[src/rtl/cpu_pkg.sv]
// Shared CPU constants and the write-back requester encoding.
package cpu_pkg;

    localparam int unsigned DATA_W = 32;
    localparam int unsigned ADDR_W = 5;

    localparam int unsigned REQ_ALU = 0;
    localparam int unsigned REQ_LD  = 1;

    typedef enum logic {
        PtrAlu = 1'b0,
        PtrLd  = 1'b1
    } rr_ptr_e;

endpackage

[src/rtl/rr_arb2.sv]
// Two-way round-robin arbiter; the pointer names the requester favoured on contention.
module rr_arb2
    import cpu_pkg::*;
(
    input  logic       clock,
    input  logic       reset_n,
    input  logic [1:0] req,
    output logic [1:0] gnt
);

    rr_ptr_e ptr_q, ptr_d;

    always_ff @(posedge clock or negedge reset_n) begin
        if (!reset_n) begin
            ptr_q <= PtrAlu;
        end else begin
            ptr_q <= ptr_d;
        end
    end

    // Only a contested cycle moves the pointer, always to the loser.
    always_comb begin
        ptr_d = ptr_q;
        if (req[REQ_ALU] && req[REQ_LD]) begin
            ptr_d = (ptr_q == PtrAlu) ? PtrLd : PtrAlu;
        end
    end

    always_comb begin
        gnt = 2'b00;
        if (req[REQ_ALU] && req[REQ_LD]) begin
            if (ptr_q == PtrAlu) begin
                gnt[REQ_ALU] = 1'b1;
            end else begin
                gnt[REQ_LD] = 1'b1;
            end
        end else begin
            gnt = req;
        end
    end

endmodule

[src/rtl/regfile_wb_arbiter.sv]
// Shares the register-file write port between ALU and load unit and tracks
// pending destination registers for decode-stage stalls.
module regfile_wb_arbiter
    import cpu_pkg::*;
#(
    parameter int unsigned DATA_W   = cpu_pkg::DATA_W,
    parameter int unsigned ADDR_W   = cpu_pkg::ADDR_W,
    parameter int unsigned NUM_REGS = 2 ** ADDR_W
) (
    input  logic                clock,
    input  logic                reset_n,
    input  logic                alu_valid,
    output logic                alu_ready,
    input  logic [ADDR_W-1:0]   alu_rd,
    input  logic [DATA_W-1:0]   alu_data,
    input  logic                ld_valid,
    output logic                ld_ready,
    input  logic [ADDR_W-1:0]   ld_rd,
    input  logic [DATA_W-1:0]   ld_data,
    input  logic                issue_valid,
    input  logic [ADDR_W-1:0]   issue_rd,
    input  logic [ADDR_W-1:0]   rs1,
    input  logic [ADDR_W-1:0]   rs2,
    output logic                rs1_busy,
    output logic                rs2_busy,
    output logic                we,
    output logic [ADDR_W-1:0]   rd,
    output logic [DATA_W-1:0]   din,
    output logic [NUM_REGS-1:0] pending,
    output logic                wb_err
);

    logic [1:0]          req, gnt;
    logic                accept, wr_en;
    logic [ADDR_W-1:0]   sel_rd;
    logic [DATA_W-1:0]   sel_data;
    logic [NUM_REGS-1:0] set_mask, clr_mask;
    logic [NUM_REGS-1:0] pending_q, pending_d;
    logic                we_q, wb_err_q, wb_err_d;
    logic [ADDR_W-1:0]   rd_q;
    logic [DATA_W-1:0]   din_q;

    always_comb begin
        req          = 2'b00;
        req[REQ_ALU] = alu_valid;
        req[REQ_LD]  = ld_valid;
    end

    rr_arb2 u_rr_arb2 (
        .clock   (clock),
        .reset_n (reset_n),
        .req     (req),
        .gnt     (gnt)
    );

    // Readies are forced low while reset is held so nothing is consumed.
    always_comb begin
        alu_ready = gnt[REQ_ALU] & reset_n;
        ld_ready  = gnt[REQ_LD] & reset_n;
        accept    = alu_ready | ld_ready;
        sel_rd    = ld_ready ? ld_rd : alu_rd;
        sel_data  = ld_ready ? ld_data : alu_data;
        wr_en     = accept && (sel_rd != '0);
    end

    // Set is applied after clear so a re-issued destination stays reserved.
    always_comb begin
        set_mask = '0;
        clr_mask = '0;
        if (issue_valid && (issue_rd != '0)) begin
            set_mask = {{(NUM_REGS-1){1'b0}}, 1'b1} << issue_rd;
        end
        if (wr_en) begin
            clr_mask = {{(NUM_REGS-1){1'b0}}, 1'b1} << sel_rd;
        end
        pending_d    = (pending_q & ~clr_mask) | set_mask;
        pending_d[0] = 1'b0;
        wb_err_d     = wb_err_q | (wr_en && !pending_q[sel_rd]);
    end

    always_ff @(posedge clock or negedge reset_n) begin
        if (!reset_n) begin
            we_q      <= 1'b0;
            rd_q      <= '0;
            din_q     <= '0;
            pending_q <= '0;
            wb_err_q  <= 1'b0;
        end else begin
            we_q      <= wr_en;
            pending_q <= pending_d;
            wb_err_q  <= wb_err_d;
            if (wr_en) begin
                rd_q  <= sel_rd;
                din_q <= sel_data;
            end
        end
    end

    always_comb begin
        we       = we_q;
        rd       = rd_q;
        din      = din_q;
        pending  = pending_q;
        wb_err   = wb_err_q;
        rs1_busy = pending_q[rs1];
        rs2_busy = pending_q[rs2];
    end

endmodule

[config.mk]
export PLATFORM = sky130hd
export DESIGN_NAME = regfile_wb_arbiter
export DESIGN_NICKNAME = d
export VERILOG_FILES = /design/src/rtl/cpu_pkg.sv /design/src/rtl/rr_arb2.sv /design/src/rtl/regfile_wb_arbiter.sv
export SDC_FILE = /design/constraint.sdc
export NUM_CORES = 1
export LEC_CHECK = 0
export CORE_UTILIZATION = 55
export DETAILED_ROUTE_END_ITERATION = 12
export DONT_BUFFER_PORTS = 1
export PLACE_DENSITY = 0.7
export SYNTH_ARGS = -nofsm -noshare
export SYNTH_HDL_FRONTEND = slang
export SYNTH_SLANG_ARGS = --single-unit
[constraint.sdc]
create_clock -name clock -period 3.7 [get_ports clock]
set_clock_uncertainty 0.1 [all_clocks]
set_input_delay 0.74 -clock clock [delete_from_list [all_inputs] [get_ports clock]]
set_output_delay 0.74 -clock clock [all_outputs]
set_load 0.01 [all_outputs]
* Word level (Yosys, flattened, before mapping) *
Cells that the tools add are included.

storage, ports and cells
  register bits after elaboration = 71
  output and inout bits = 75

operators by class
  order comparisons = 3
  shifts and indexed selects = 2
  multiplexer cells = 13
  bitwise gates (word level) = 7
  reductions and logical operators = 7

operator list
  cell                                                                   count
  32-bit 2-to-1 mux                                                      3
  1-bit by 5-bit left shift with 32-bit output (first input constant)    2
  32-bit bitwise AND                                                     1
  32-bit NOT                                                             1
  32-bit bitwise OR                                                      1
  5-bit by 6-bit < comparator with 1-bit output (second input constant)  3
  1-bit binary-select mux with 5-bit select                              3
  5-bit nonzero test                                                     2
  1-bit 2-to-1 mux                                                       5
  5-bit 2-to-1 mux                                                       1
  1-bit logical AND                                                      4
  1-bit bitwise AND                                                      2
  2-bit 2-to-1 mux                                                       1
  1-bit bitwise OR                                                       2
  1-bit zero test                                                        1

* Logic depth before layout (Yosys ltp) *
  depth in word-level cells = 10
  gate-level depth with buffers = 9
  gate-level depth less buffers = 8

* Hierarchy *
A second synthesis with hierarchy kept.

second synthesis, totals
  cells, all modules = 443
  area total of the unflattened synthesis = 4,124.0 um^2

by module, submodules not included
  module              instances  cells an instance  area an instance (um^2)  sequential area each (um^2)
  regfile_wb_arbiter  1          437                4,067.7                  1,751.7
  rr_arb2             1          6                  56.3                     25.0

* Worst setup path after synthesis *
No wires, ideal clock.

  path type = input port to output port
  start = input port rs1[0]
  end = output port rs1_busy
  arrival time = 2.445 ns
  setup slack = 0.415 ns
  cell stages on the path = 4
  buffers on the path = 1
  cells stage by stage = clkbuf_1 -> mux4_2 -> mux4_2 -> mux2_2

between the ends
  longest elaborated chain between the ends = 2

RTL lines
  element                                    RTL line                   source
  start, declared                            regfile_wb_arbiter.sv:22   input logic [ADDR_W-1:0] rs1,
  1-bit binary-select mux with 5-bit select  regfile_wb_arbiter.sv:105  rs1_busy = pending_q[rs1];
  1-bit 2-to-1 mux (not written as such)     regfile_wb_arbiter.sv:105
  end, declared                              regfile_wb_arbiter.sv:24   output logic rs1_busy,

Every way passes these cells. The select of a mux whose other input is x is not followed.

* Worst setup path in the final report *
  start = register pending_q[19], in the netlist pending[19]
  end = output port rs1_busy

between the ends
  longest elaborated chain between the ends = 2

RTL lines
  element                                    RTL line                   source
  start, declared                            regfile_wb_arbiter.sv:38   logic [NUM_REGS-1:0] pending_q, pending_d;
  start signal, assigned                     regfile_wb_arbiter.sv:90   pending_q <= pending_d;
  1-bit binary-select mux with 5-bit select  regfile_wb_arbiter.sv:105
  1-bit 2-to-1 mux (not written as such)     regfile_wb_arbiter.sv:105

Every way passes these cells. The select of a mux whose other input is x is not followed.

==> results by group <==
Worst setup path
  • CP Capture Type: primary output
  • Setup crit start kind: register
  • R2R cell count: 7
  • Critical path class: reg -> out
  • Worst Path Required: 2.86 ns
  • Worst Path Arrival: 2.13 ns
  • Setup slack, reg-to-reg: 1.03 ns
  • R2r endpoint: din[19]
  • Critical-path maximum fanout: 5
  • Critical R2R Launch: u_rr_arb2.ptr_q

Layout
  • Diode count: 0
  • Synth-to-Final Area Change: 6.25%
  • Nets: 485
  • Layout cells sized above 1: 14.6%
  • Final Util: 60.1%
  • Highest-count cells in the layout ignoring fill and taps: o21ai_0, dfrtp_1, nand2_1
  • Commonest non-fill, non-tap cell in the layout: o21ai_0

Drt
  • Via count: 3282
  • DR iter-0 viols: 219
  • DR DRC count: 0
  • Remaining antenna violation count: 0
  • Drt pass-1 iters: 6
  • Wire length per cell: 21.7 um
  • Vias/cell: 6.63
  • Routed WL: 10800 um

Global route
  • Initial antenna violation count: 0
  • Grt ovf: 0
  • Global-route wire length before repair: 16200 um
  • Vias in the first global route: 3085
  • Largest net degree at the start of global routing: 72
  • Total GRT Usage: 28.3%

Pwr
  • Leak: 1.84 nW
  • Clock share of power: 23.7%
  • Sw frac: 36.7%
  • Worst vdd ir: 0.391 mV
  • Sequential fraction of design power: 52.5%
  • Cell Int Power: 0.00151 W
  • NetSw: 0.000877 W
  • Power Density: 551 nW/um^2
  • Comb power frac: 23.8%

Yosys
  • Top cell type's share of synthesized area: 43.5%
  • Post-Synth XOR/XNOR Area: 0.215%
  • Seq/Total Area, Yosys: 43.5%
  • Compound-Gate Fraction of Synth Area: 18.7%
  • Cell taking the most area after synthesis: dfrtp_1
  • Top FF cell, synth: dfrtp_1
  • Top cells by area, synth: dfrtp_1, o21ai_0, mux4_2
  • Multiplexer area fraction after synthesis: 22.4%
  • Avg Cell Area, Syn: 10.3 um^2
  • Post-synth EDFFs: 0
  • Main combinational cell family by area after synthesis: multiplexers
  • Mapped Area: 4080 um^2
  • Simple-gate share of the synthesized area: 12.0%
  • Yosys warnings: 0
  • Net Count, Synth: 490
  • Post-synthesis adder-cell area fraction: 0%
  • Netlist cell types: 49
  • Asr flop ratio synth: 100%
  • Gate Count Post-Synth: 396
  • Seq cells post-synth: 71

Clock network
  • Clk sinks: 71
  • CTS tree: done
  • Clk Latency, worst-skew pair: 0.33 ns
  • Post-CTS Hold Fix Bufs: 1
  • Clk slew on worst S/H paths: 0.07 ns
  • Post-CTS setup buffers: 0
  • Total CTS buffers: 9
  • Max Buffers Root-to-Sink: 2
  • CTS root buf: clkbuf_8
  • H-tree levels: 3
  • CTS resizes: 0

Worst hold path
  • Hold Path Class: in -> async

Floorplan
  • Core Area: 7210 um^2
  • Die width: 88.1 um
  • Die area: 7770 um^2
  • Chip height: 88.1 um
  • FP Rows: 31
  • Ports: 169
  • Initial Utilization: 56.6%

Placed design
  • I/O Buffers: 0
  • HPWL after DPL: 7970 um
  • Setup WS pre-CTS: 0.838 ns
  • RePlAce Congestion: 0.899

STA
  • Worst setup margin: 0.730 ns
  • Final Hold Viols: 0
  • Max Clk Rate: 337 MHz
  • Slew margin rel.: 53.7%
  • Fin. max-slew vios: 0
  • Minimum clock period: 2.97 ns
  • Fin Setup TNS: 0 ns
  • RSZ-0062 raised after global routing: no
  • Final period util: 80.3%
  • Worst Tran Pin Value: 0.691 ns
  • Final setup fails: 0

Status
  • Status: complete, no violations

Run
  • Max-Cap Viols: 0
power groups by stage:
stage	combinational [W]	clock (W)	sequential, W
CTS	0.000565	0.000577	0.00125
detailed placement	0.000543	0	0.00127
global route	0.000626	0.000614	0.00128
finish	0.000568	0.000567	0.00125
floorplan	0.000467	0	0.00117
global placement	0.000529	0	0.00126
final cells by class:
type,count,area [um^2]
repair buffers,3,55.1
clock inverters,5,31.3
clock buffers,11,151
multi-input cells,302,2180
well taps,99,124
inverters,4,15.0
fillers,632,2880
flip-flops and latches,71,1780
worst max-delay path, stage by stage, from the launching register on:
cell and delay, ns:
dfrtp_1 0.48, mux4_2 0.54, mux4_2 0.47, mux2_2 0.31
cells by family after synthesis:
group,count (synthesis)
muxes,66
buffers and inverters,23
AOI/OAI and AO/OA,135
DFF,71
other,1
and+or+nand+nor,99
xor gates and xnor gates,1
metrics by stage:
stage	instance area, um^2	hold slack [ns]	cells	total power [W]
final	4340	0.195	495	0.00239
after global routing	4340	0.201	495	0.00252
after CTS	4340	0.199	495	0.00239
after detailed placement	4130	0.346	478	0.00181
after global placement	4130	0.346	478	0.00179
after floorplan	4080	0.344	396	0.00164
registers in the layout, indices dropped and copies added (netlist names):
| register | flops |
|---|---|
| u_rr_arb2.ptr_q | 1 |
| wb_err | 1 |
| rd | 5 |
| pending | 31 |
| din | 32 |
| we | 1 |
layer usage:
metal | vias to the layer above | GRT usage (%) | part of all wire, %
met2 | 230 | 41.2 | 46
met4 | 0 | 13.2 | 2.9
li1 | 1473 | - | -
met3 | 36 | 11.0 | 14
met1 | 1543 | 37.3 | 38
met5 | - | 0 | 0
synth_stat cells (2+ instances only):
| cell type | n |
|---|---|
| dfrtp_1 | 71 |
| and3_1 | 2 |
| a221oi_1 | 7 |
| a21boi_0 | 4 |
| buf_4 | 3 |
| mux2i_1 | 37 |
| inv_1 | 3 |
| a31oi_1 | 2 |
| nor2b_1 | 3 |
| nand4_1 | 5 |
| buf_6 | 2 |
| mux4_2 | 18 |
| o21ai_1 | 17 |
| a2111oi_0 | 2 |
| nand2b_1 | 7 |
| mux2i_2 | 2 |
| nand3_1 | 9 |
| and2_1 | 2 |
| a21oi_1 | 2 |
| mux2_2 | 8 |
| clkbuf_1 | 7 |
| nand2_1 | 52 |
| buf_2 | 7 |
| nand2_2 | 2 |
| o21ai_0 | 91 |
| nor2_1 | 7 |
| nor3_1 | 2 |
worst max-delay path by stage:
stage / from / to / slack, ns / cells after the start
2_1_floorplan: rs1[0] / rs1_busy / 0.42 / 4
3_3_place_gp: rs2[0] / rs2_busy / 0.86 / 3
3_5_place_dp: rs1[0] / rs1_busy / 0.84 / 3
4_1_cts: pending[19] / rs1_busy / 0.73 / 3
5_1_grt: pending[19] / rs1_busy / 0.70 / 3
6_report: pending[19] / rs1_busy / 0.73 / 3
Note: power is estimated with default switching activity, not from simulation.
